## config.mk

```make
export PLATFORM = sky130hd
export DESIGN_NAME = remote_cmd_seq
export DESIGN_NICKNAME = d
export VERILOG_FILES = /design/src/rtl/remote_pkg.sv /design/src/rtl/rsp_timer.sv /design/src/rtl/remote_cmd_seq.sv
export SDC_FILE = /design/constraint.sdc
export NUM_CORES = 1
export LEC_CHECK = 0
export ABC_AREA = 1
export CAP_MARGIN = 20
export CELL_PAD_IN_SITES_DETAIL_PLACEMENT = 1
export CELL_PAD_IN_SITES_GLOBAL_PLACEMENT = 1
export CORE_MARGIN = 2
export CORE_UTILIZATION = 34
export CTS_CLUSTER_DIAMETER = 40
export DETAILED_ROUTE_END_ITERATION = 10
export GPL_TIMING_DRIVEN = 0
export HOLD_SLACK_MARGIN = 0.15
export PLACE_DENSITY_LB_ADDON = 0.15
export SYNTH_ARGS = -nofsm -noshare
export SYNTH_HDL_FRONTEND = slang
export SYNTH_HIERARCHICAL = 1
export SYNTH_SLANG_ARGS = --single-unit
```

## constraint.sdc

```tcl
create_clock -name clk -period 2.2 [get_ports clk]
set_input_delay 0.22 -clock clk [delete_from_list [all_inputs] [get_ports clk]]
set_output_delay 0.22 -clock clk [all_outputs]
set_load 0.01 [all_outputs]
```

## src/rtl/remote_pkg.sv

```systemverilog
// Shared types and constants for the remote-side command sequencer.
package remote_pkg;

  typedef enum logic [2:0] {
    ST_IDLE      = 3'd0,
    ST_SEND      = 3'd1,
    ST_WAIT_SENT = 3'd2,
    ST_WAIT_RESP = 3'd3,
    ST_CHECK     = 3'd4,
    ST_FIN       = 3'd5
  } state_e;

  localparam logic [1:0] ERR_NONE    = 2'b00;
  localparam logic [1:0] ERR_BADRESP = 2'b01;
  localparam logic [1:0] ERR_TMO     = 2'b10;

  localparam logic [7:0] ACK_BYTE_DEF = 8'hA5;

  localparam logic [7:0] OPC_WRITE = 8'h02;
  localparam logic [7:0] OPC_CAL   = 8'h06;

  function automatic logic [15:0] sat_inc16(input logic [15:0] v);
    return (v == 16'hFFFF) ? v : v + 16'd1;
  endfunction

endpackage

```

## src/rtl/rsp_timer.sv

```systemverilog
// Response timeout counter: clears outside the wait, counts while enabled,
// saturates instead of wrapping, and flags the cycle the count hits limit-1.
module rsp_timer
  import remote_pkg::*;
#(
  parameter int unsigned      TMO_W       = 24,
  parameter logic [TMO_W-1:0] TMO_CYC     = 24'd1_000_000,
  parameter logic [TMO_W-1:0] CAL_TMO_CYC = 24'd10_000_000
) (
  input  logic clk,
  input  logic rst,
  input  logic clr_i,
  input  logic en_i,
  input  logic cal_sel_i,
  output logic expired_o
);

  localparam logic [TMO_W-1:0] ONE = TMO_W'(1);

  logic [TMO_W-1:0] cnt_q;
  logic [TMO_W-1:0] limit_s;

  assign limit_s   = cal_sel_i ? CAL_TMO_CYC : TMO_CYC;
  assign expired_o = en_i && (cnt_q == (limit_s - ONE));

  always_ff @(posedge clk) begin
    if (rst) begin
      cnt_q <= {TMO_W{1'b0}};
    end else if (clr_i) begin
      cnt_q <= {TMO_W{1'b0}};
    end else if (en_i && (cnt_q != {TMO_W{1'b1}})) begin
      cnt_q <= cnt_q + ONE;
    end else begin
      cnt_q <= cnt_q;
    end
  end

endmodule

```

## src/rtl/remote_cmd_seq.sv

```systemverilog
// Initiator-side command sequencer: sends one command, waits for the ack byte,
// retries on bad response or timeout. Optional stats: REMOTE_CMD_SEQ_STATS_EN.
module remote_cmd_seq
  import remote_pkg::*;
#(
  parameter int unsigned      TMO_W       = 24,
  parameter logic [TMO_W-1:0] TMO_CYC     = 24'd1_000_000,
  parameter logic [TMO_W-1:0] CAL_TMO_CYC = 24'd10_000_000,
  parameter logic [7:0]       CAL_OPC     = OPC_CAL,
  parameter logic [7:0]       ACK_BYTE    = ACK_BYTE_DEF,
  parameter int unsigned      MAX_RETRY   = 2
) (
  input  logic        clk,
  input  logic        rst,
  input  logic        go,
  input  logic [7:0]  cmd_in,
  input  logic [15:0] data_in,
  output logic        busy,
  output logic        done,
  output logic        ok,
  output logic [1:0]  err_code,
  output logic [7:0]  resp_last,
  output logic        snd_cmd,
  output logic [7:0]  cmd,
  output logic [15:0] data,
  input  logic        cmd_sent,
  input  logic        resp_rdy,
  input  logic [7:0]  resp,
  output logic        clr_resp_rdy,
  output logic [15:0] n_retry,
  output logic [15:0] n_tmo
);

  state_e      state_q;
  logic        busy_q, done_q, ok_q, snd_cmd_q, clr_q;
  logic [1:0]  err_q;
  logic [7:0]  resp_last_q, cmd_q, attempts_q;
  logic [15:0] data_q;

  logic tmo_exp_s, tmo_ev_s, bad_ev_s, retry_s;

  rsp_timer #(
    .TMO_W      (TMO_W),
    .TMO_CYC    (TMO_CYC),
    .CAL_TMO_CYC(CAL_TMO_CYC)
  ) u_rsp_timer (
    .clk      (clk),
    .rst      (rst),
    .clr_i    (state_q != ST_WAIT_RESP),
    .en_i     (state_q == ST_WAIT_RESP),
    .cal_sel_i(cmd_q == CAL_OPC),
    .expired_o(tmo_exp_s)
  );

  // A response on the expiry cycle takes priority over the timeout.
  assign tmo_ev_s = (state_q == ST_WAIT_RESP) && tmo_exp_s && !resp_rdy;
  assign bad_ev_s = (state_q == ST_CHECK) && (resp_last_q != ACK_BYTE);
  assign retry_s  = (tmo_ev_s || bad_ev_s) && (attempts_q < 8'(MAX_RETRY));

  always_ff @(posedge clk) begin
    if (rst) begin
      state_q     <= ST_IDLE;
      busy_q      <= 1'b0;
      done_q      <= 1'b0;
      ok_q        <= 1'b0;
      err_q       <= ERR_NONE;
      resp_last_q <= 8'h00;
      snd_cmd_q   <= 1'b0;
      clr_q       <= 1'b0;
      cmd_q       <= 8'h00;
      data_q      <= 16'h0000;
      attempts_q  <= 8'd0;
    end else begin
      snd_cmd_q <= 1'b0;
      clr_q     <= 1'b0;
      done_q    <= 1'b0;
      case (state_q)
        ST_IDLE: begin
          if (go) begin
            cmd_q      <= cmd_in;
            data_q     <= data_in;
            ok_q       <= 1'b0;
            err_q      <= ERR_NONE;
            attempts_q <= 8'd0;
            busy_q     <= 1'b1;
            snd_cmd_q  <= 1'b1;
            state_q    <= ST_SEND;
          end else begin
            state_q <= ST_IDLE;
          end
        end
        ST_SEND: state_q <= ST_WAIT_SENT;
        ST_WAIT_SENT: begin
          if (cmd_sent) begin
            state_q <= ST_WAIT_RESP;
          end else begin
            state_q <= ST_WAIT_SENT;
          end
        end
        ST_WAIT_RESP: begin
          if (resp_rdy) begin
            resp_last_q <= resp;
            clr_q       <= 1'b1;
            state_q     <= ST_CHECK;
          end else begin
            state_q <= ST_WAIT_RESP;
          end
        end
        ST_CHECK: begin
          if (resp_last_q == ACK_BYTE) begin
            ok_q    <= 1'b1;
            err_q   <= ERR_NONE;
            done_q  <= 1'b1;
            busy_q  <= 1'b0;
            state_q <= ST_FIN;
          end else begin
            state_q <= ST_CHECK;
          end
        end
        ST_FIN:  state_q <= ST_IDLE;
        default: state_q <= ST_IDLE;
      endcase

      // Failure events override the per-state next state chosen above.
      if (tmo_ev_s || bad_ev_s) begin
        if (retry_s) begin
          attempts_q <= attempts_q + 8'd1;
          snd_cmd_q  <= 1'b1;
          state_q    <= ST_SEND;
        end else begin
          ok_q    <= 1'b0;
          err_q   <= tmo_ev_s ? ERR_TMO : ERR_BADRESP;
          done_q  <= 1'b1;
          busy_q  <= 1'b0;
          state_q <= ST_FIN;
        end
      end
    end
  end

  assign busy         = busy_q;
  assign done         = done_q;
  assign ok           = ok_q;
  assign err_code     = err_q;
  assign resp_last    = resp_last_q;
  assign snd_cmd      = snd_cmd_q;
  assign clr_resp_rdy = clr_q;
  assign cmd          = cmd_q;
  assign data         = data_q;

`ifdef REMOTE_CMD_SEQ_STATS_EN
  logic [15:0] n_retry_q, n_tmo_q;

  always_ff @(posedge clk) begin
    if (rst) begin
      n_retry_q <= 16'h0000;
      n_tmo_q   <= 16'h0000;
    end else begin
      n_retry_q <= retry_s  ? sat_inc16(n_retry_q) : n_retry_q;
      n_tmo_q   <= tmo_ev_s ? sat_inc16(n_tmo_q)   : n_tmo_q;
    end
  end

  assign n_retry = n_retry_q;
  assign n_tmo   = n_tmo_q;
`else
  assign n_retry = 16'h0000;
  assign n_tmo   = 16'h0000;
`endif

endmodule

```

==> results of run 1 <==
==> sequential cells by signal (all words and copies together), names as in the netlist, 2 cells and up <==
name,flops
state_q,3
err_code,2
attempts_q,8
u_rsp_timer/cnt_q,24
resp_last,8
cmd,8
data,16
==> worst max-delay path: cells and delay by family, from the launching register on <==
family          cells  cell delay (ns)
compound gates      2             0.23
flops               1             0.33
simple gates        8             1.49
==> cells in the mapped netlist (6+ instances only) <==
cell     instances  area, um^2
nand3_2          8        80.1
nand2_1         80         300
o21ai_0         39         195
dfxtp_1         74        1480
nand4_1          6        37.5
nand3_1         32         160
buf_6            6        67.6
buf_4           33         248
nor2_1         109         409
a21oi_1         28         140
inv_1           43         161
nand2_2         12        75.1
nor3_1          14        70.1
nor2_4           8        90.1
==> worst paths after layout <==
check / to / depth (start not counted) / from / slack (ns)
worst max-delay path: state_q[2] / 10 / cmd[4] / 0.04
worst min-delay path: attempts_q[6] / 2 / attempts_q[6] / 0.44
worst max register to register: state_q[2] / 10 / cmd[4] / 0.04
worst min register to register: attempts_q[6] / 2 / attempts_q[6] / 0.44
==> kinds of logic after synthesis <==
logic type / after synthesis
AOI/OAI and AO/OA: 72
xor gates and xnor gates: 1
adders and majority gates: 2
buffers and inverters: 98
DFF: 74
other: 1
and+or+nand+nor: 285
==> layer usage <==
metal / GRT usage (%) / up-vias / part of all wire (%)
li1: - / 1887 / -
met1: 23.2 / 1695 / 43
met2: 35.8 / 79 / 48
met3: 6.58 / 12 / 7.1
met4: 7.87 / 0 / 1.4
met5: 0 / - / 0
==> repair_timing <==
action                                  CTS  global route
pin swaps                                 7             7
endpoints found under the setup margin   14            14
gates resized for setup                   9            10
buffers inserted                          5             2
==> power by group <==
group | switching, mW | total [mW] | internal, mW
Combinational | 0.254 | 0.527 | 0.273
Sequential | 0.0384 | 1.44 | 1.40
Clock | 0.520 | 1.09 | 0.570
Total | 0.812 | 3.06 | 2.25
==> layout make-up <==
| class | instances | area, um^2 |
|---|---|---|
| clock buffers | 11 | 151 |
| clock inverters | 3 | 40.0 |
| plain buffers | 49 | 369 |
| inverters | 49 | 190 |
| multi-input cells | 392 | 1930 |
| fillers | 1384 | 5700 |
| repair buffers | 82 | 803 |
| flip-flops and latches | 74 | 1490 |
| well taps | 140 | 175 |
==> results.rst, run 1 <==
.. list-table::
   :header-rows: 1

   * - Metric
     - Value
   * - Status
     - completed
   * - Total congestion overflow after global routing
     - 0
   * - Ratio of cells with drive above 1 in the final layout
     - 18.3%
   * - First-pass DRT Iterations
     - 4
   * - Number of levels in the clock H-tree
     - 3
   * - Most used cells in the layout excluding fill and tap cells
     - 108 x nor2_1, 77 x nand2_1, 75 x clkdlybuf4s50_1
   * - Seq cells post-synth
     - 74
   * - Die W
     - 110 um
   * - Mux share of post-synthesis cell area
     - 0%
   * - Startpoint type of the worst setup path
     - register
   * - Cell total after placement
     - 779
   * - Setup TNS Final
     - 0 ns
   * - Clk Tree Root Cell
     - clkbuf_8
   * - Maximum fanout along the worst path
     - 6
   * - Clock-pin slew of the registers on the worst-case setup and hold paths
     - 0.07 ns
   * - Simple-gate share of the synthesized area
     - 35.7%
   * - Type of the worst setup path
     - reg -> reg
   * - Xor-xnor portion of the synthesized cell area
     - 0.231%
   * - Cell Chain, Critical Path
     - or4_4 > nor2_4 > nand3_2 > o21ai_2 > o211ai_1 > nor2_1 > nand3_2 > nand2_4 > nand2_4 > nor3b_2
   * - Commonest non-fill, non-tap cell in the layout
     - nor2_1
   * - Synthesized area divided by synthesized cell count
     - 7.11 um^2
   * - Routed length per instance
     - 14.2 um
   * - Final estimated routing congestion in global placement
     - 0.842
   * - Critical Path Sink Type
     - register
   * - Final slew viol count
     - 0
   * - Count of input and output buffers
     - 75
   * - DRC violations left
     - 0
   * - Critical path required time
     - 2.43 ns
   * - Setup slack after placement
     - -0.378 ns
   * - Total number of vias
     - 3673
   * - Number of clock sinks seen by CTS
     - 74
   * - VDD IR max
     - 0.000357 V
   * - Post-DP Area
     - 4830 um^2
   * - Cell Count, Final, Fillers Out
     - 800
   * - Largest family of logic cells by synthesized area
     - simple AND/OR/NAND/NOR gates
   * - Post-route design area
     - 5140 um^2
   * - Final Critical Period
     - 2.16 ns
   * - Clock Latency Late Sink
     - 0.36 ns
   * - Worst Hold Slack
     - 0.444 ns
   * - Ys Warns
     - 6
   * - Areal power density over the cells
     - 595 nW/um^2
   * - Maximum number of pins on one net before global-route repair
     - 12
   * - Antenna violations before repair
     - 0
   * - Leakage power
     - 1.98 nW
   * - Detailed-placement wirelength estimate
     - 8790 um
   * - Count of final hold-check violations
     - 0
   * - Final Routed Wirelength
     - 11300 um
   * - Data arrival time of the critical path
     - 2.40 ns
   * - Rows
     - 38
   * - Initial Util
     - 35.0%
   * - Distinct cell type count of the synthesized netlist
     - 38
   * - Post-synthesis adder-cell area fraction
     - 0.660%
   * - Antenna Diode Count
     - 0
   * - Via count of the first global-routing pass
     - 3845
   * - Die span in y
     - 110 um
   * - CP max-delay cell
     - or4_4
   * - Antenna violation net count after detailed routing
     - 0
   * - Share of synthesized area occupied by flip-flops and latches
     - 39.1%
   * - Layout Nets
     - 696
   * - Number of synthesized flops with an enable pin
     - 0
   * - Number of buffers inserted during clock tree synthesis
     - 9
   * - Total routing usage reported by global routing
     - 20.5%
   * - Global-route wire length before repair
     - 18900 um
   * - Fmax
     - 0.462 GHz
   * - Post-route fraction of the period consumed by the critical path
     - 98.3%
   * - Syn-to-layout area delta
     - 35.6%
   * - Compound-Gate Fraction of Synth Area
     - 9.77%
   * - Highest cell delay on the worst timing path
     - 0.54 ns
   * - Clk buf depth
     - 2
   * - Overall die area
     - 12000 um^2
   * - Minimum setup slack in the final design
     - 0.0368 ns
   * - Number of buffers inserted by hold repair at cts
     - 0
   * - Post-synthesis cell count
     - 533
   * - Hold crit path type
     - reg -> reg
   * - Worst setup skew after layout
     - 0.00957 ns
   * - I/O pin cnt
     - 108
   * - Clock tree from TritonCTS
     - done
   * - Primary FF master, synth
     - dfxtp_1
   * - Final core occ
     - 47.4%
   * - Area of the mapped netlist
     - 3790 um^2
   * - Area of the core
     - 10800 um^2
   * - Setup violators final
     - 0
   * - Final total power
     - 3.06 mW
   * - Per-cell via count in the routed design
     - 4.59
   * - Fraction of registers with async set/reset
     - 0%
   * - Number of violations reported at the end of detailed-routing iteration 0
     - 101
   * - Setup repair after global routing missed its margin
     - true
   * - Max-Cap Viols
     - 0
No activity file was read; power rests on OpenSTA's default activity.
==> run 2: changes to the inputs <==
--- a/config.mk
+++ b/config.mk
@@ -5,7 +5,6 @@
 export SDC_FILE = /design/constraint.sdc
 export NUM_CORES = 1
 export LEC_CHECK = 0
-export ABC_AREA = 1
 export CAP_MARGIN = 20
 export CELL_PAD_IN_SITES_DETAIL_PLACEMENT = 1
 export CELL_PAD_IN_SITES_GLOBAL_PLACEMENT = 1
@@ -16,6 +15,7 @@
 export GPL_TIMING_DRIVEN = 0
 export HOLD_SLACK_MARGIN = 0.15
 export PLACE_DENSITY_LB_ADDON = 0.15
+export SLEW_MARGIN = 10
 export SYNTH_ARGS = -nofsm -noshare
 export SYNTH_HDL_FRONTEND = slang
 export SYNTH_HIERARCHICAL = 1
==> results.rst, run 2 <==
.. list-table::
   :header-rows: 1

   * - Metric
     - Value
   * - Per-cell via count in the routed design
     - 4.97
   * - Leakage power
     - 1.87 nW
   * - Register bank with the most flops
     - u_rsp_timer/cnt_q
   * - Clock-pin slew of the registers on the worst-case setup and hold paths
     - 0.09 ns
   * - Fraction of registers with async set/reset
     - 0%
   * - Total congestion overflow after global routing
     - 0
   * - Launch instance of the worst min-delay path
     - data_in[7]
   * - Status
     - complete, but fails checks
   * - Startpoint type of the worst setup path
     - register
   * - Post-route design area
     - 5010 um^2
   * - Top cells by count, synth
     - 94 x nand2_1, 74 x dfxtp_1, 48 x a21oi_1, 33 x buf_4, 19 x clkbuf_1
   * - Primary FF master, synth
     - dfxtp_1
   * - Via count of the first global-routing pass
     - 3598
   * - Count leader, synth
     - nand2_1
   * - Synthesized area divided by synthesized cell count
     - 8.22 um^2
   * - Cell Count, Final, Fillers Out
     - 700
   * - Worst Max-Slew Pin Slew
     - 0.641 ns
   * - Crit Reg-Reg Endpoint
     - attempts_q[0]
   * - Setup violators final
     - 10
   * - Clock Latency Late Sink
     - 0.37 ns
   * - Reg-to-Reg Start
     - cmd[7]
   * - I/O pin cnt
     - 108
   * - Most used cells in the layout excluding fill and tap cells
     - 94 x nand2_1, 75 x clkdlybuf4s50_1, 66 x dfxtp_1
   * - Depth of the worst register-to-register path
     - 9
   * - Clk Tree Root Cell
     - clkbuf_8
   * - Yosys top cell by area
     - dfxtp_1
   * - Die W
     - 107 um
   * - Count of final hold-check violations
     - 0
   * - Commonest non-fill, non-tap cell in the layout
     - nand2_1
   * - Number of buffers inserted by hold repair at cts
     - 0
   * - Antenna violation net count after detailed routing
     - 0
   * - Maximum number of pins on one net before global-route repair
     - 14
   * - Initial Util
     - 35.0%
   * - Number of levels in the clock H-tree
     - 3
   * - Global routing usage on met3
     - 7.60%
   * - Area of the mapped netlist
     - 3610 um^2
   * - Rows
     - 37
   * - Hold crit path type
     - in -> reg
   * - Post-synthesis cell count
     - 439
   * - Areal power density over the cells
     - 577 nW/um^2
   * - Final Routed Wirelength
     - 10500 um
   * - Area of the core
     - 10300 um^2
   * - Number of buffers inserted during clock tree synthesis
     - 9
   * - Total number of vias
     - 3476
   * - Overall die area
     - 11500 um^2
   * - Failing checks
     - setup timing
   * - Post-DP Area
     - 4650 um^2
   * - Antenna violations before repair
     - 0
   * - Cells taking the most area after synthesis
     - dfxtp_1 41%, nand2_1 9.8%, buf_4 6.9%, a21oi_1 6.7%, mux2i_1 3.3%
   * - Seq cells post-synth
     - 74
   * - Type of the worst setup path
     - reg -> reg
   * - Critical path required time
     - 2.52 ns
   * - Maximum fanout along the worst path
     - 8
   * - Ratio of cells with drive above 1 in the final layout
     - 17.4%
   * - Min-Delay Endpoint
     - data[7]
   * - Routing usage on met1
     - 20.7%
   * - Post-synth top area share
     - 41.1%
   * - Fmax
     - 0.423 GHz
   * - First-pass DRT Iterations
     - 4
   * - DRC violations left
     - 0
   * - Final Critical Period
     - 2.36 ns
   * - VDD IR max
     - 0.000484 V
   * - Cell total after placement
     - 681
   * - Data arrival time of the critical path
     - 2.68 ns
   * - Final core occ
     - 48.6%
   * - Share of synthesized area occupied by flip-flops and latches
     - 41.1%
   * - Antenna Diode Count
     - 0
   * - Clock tree from TritonCTS
     - done
   * - Total routing usage reported by global routing
     - 19.0%
   * - Minimum setup slack in the final design
     - -0.163 ns
   * - Worst-case headroom to the max-slew limit
     - 57.1%
   * - Number of flip-flops under the largest register name
     - 24
   * - Detailed-placement wirelength estimate
     - 7670 um
   * - Final total power
     - 2.89 mW
   * - Number of synthesized flops with an enable pin
     - 0
   * - Met2 track demand over resource
     - 32.7%
   * - Setup repair after global routing missed its margin
     - true
   * - Worst setup skew after layout
     - 0.0126 ns
   * - Die span in y
     - 107 um
   * - Setup TNS Final
     - -1.10 ns
   * - Final estimated routing congestion in global placement
     - 0.820
   * - Clk buf depth
     - 2
   * - Routed length per instance
     - 15.0 um
   * - R2r setup slk
     - -0.16 ns
   * - Syn-to-layout area delta
     - 39.0%
   * - Distinct cell type count of the synthesized netlist
     - 52
   * - Critical Path Sink Type
     - register
   * - Layout Nets
     - 598
   * - Number of violations reported at the end of detailed-routing iteration 0
     - 91
   * - Final slew viol count
     - 0
   * - Post-route fraction of the period consumed by the critical path
     - 107%
   * - Layer with the highest usage after global routing
     - met2
   * - Hold path depth
     - 3
   * - Number of clock sinks seen by CTS
     - 74
   * - Max-Cap Viols
     - 0
   * - Count of input and output buffers
     - 75
   * - Ys Warns
     - 6
   * - Global-route wire length before repair
     - 17200 um
-- run 2: cell families after synthesis --
family	count (synthesis)	share of synthesized area [%]
DFF	74	41.1
buffers and inverters	65	10.5
adders and majority gates	2	0.693
other	1	0.104
and+or+nand+nor	195	28.6
muxes	12	3.33
AOI/OAI and AO/OA	90	15.7
-- run 2: critical path, cell delays in order, from the launching register on --
cell and delay (ns):
dfxtp_2 0.33, or4_4 0.55, nor2_4 0.17, buf_6 0.12, nor4_2 0.03, nand2_1 0.11
a221oi_4 0.08, and3b_2 0.28, or4_4 0.55, nand3_2 0.09
-- run 2: how the worst max path moves through the flow --
stage | start | to | slack, ns | cells past startpoint
after floorplan | cmd[4] | err_code[0] | 0.02 | 8
after global placement | cmd[4] | err_code[0] | -0.47 | 8
after detailed placement | cmd[4] | err_code[0] | -0.53 | 8
after CTS | cmd[1] | err_code[0] | -0.18 | 8
after global routing | cmd[7] | attempts_q[0] | -0.23 | 9
final | cmd[7] | attempts_q[0] | -0.16 | 9
-- run 2: area by class of cell --
cell class	count	area [um^2]
inverters	7	26.3
clock buffers	10	128
fillers	1236	5310
flip-flops and latches	74	1490
clock inverters	6	66.3
multi-input cells	331	1990
repair buffers	80	792
plain buffers	56	348
well taps	136	170
-- run 2: through the flow --
step	hold slack [ns]	setup slack, ns
after floorplan	0.356	0.0174
after global placement	0.442	-0.470
after detailed placement	0.446	-0.526
after CTS	0.365	-0.176
after global routing	0.369	-0.227
final	0.386	-0.163
-- run 2: power by group --
group / leakage (nW) / internal (mW) / switching [mW]
clock network: 0.0889 / 0.525 / 0.543
registers: 0.604 / 1.38 / 0.0303
logic: 1.17 / 0.215 / 0.195
-- run 2: repair_timing --
| item | CTS | global route |
|---|---|---|
| setup buffers | 2 | 3 |
| resized for setup | 23 | 21 |
| endpoints found under the setup margin | 26 | 17 |
| gates cloned | 0 | 0 |
| pin swaps | 14 | 13 |
-- run 2: routing by layer --
layer / up-vias / part of all wire [%]
li1: 1732 / -
met1: 1654 / 41
met2: 78 / 50
met3: 12 / 7.0
met4: 0 / 1.5
met5: - / 0
==> run 3: changes to the inputs <==
--- a/config.mk
+++ b/config.mk
@@ -5,6 +5,7 @@
 export SDC_FILE = /design/constraint.sdc
 export NUM_CORES = 1
 export LEC_CHECK = 0
+export ABC_AREA = 0
 export CAP_MARGIN = 20
 export CELL_PAD_IN_SITES_DETAIL_PLACEMENT = 1
 export CELL_PAD_IN_SITES_GLOBAL_PLACEMENT = 1
==> results of run 3 <==
Final layout, timing and power as in run 2 (identical DEF).
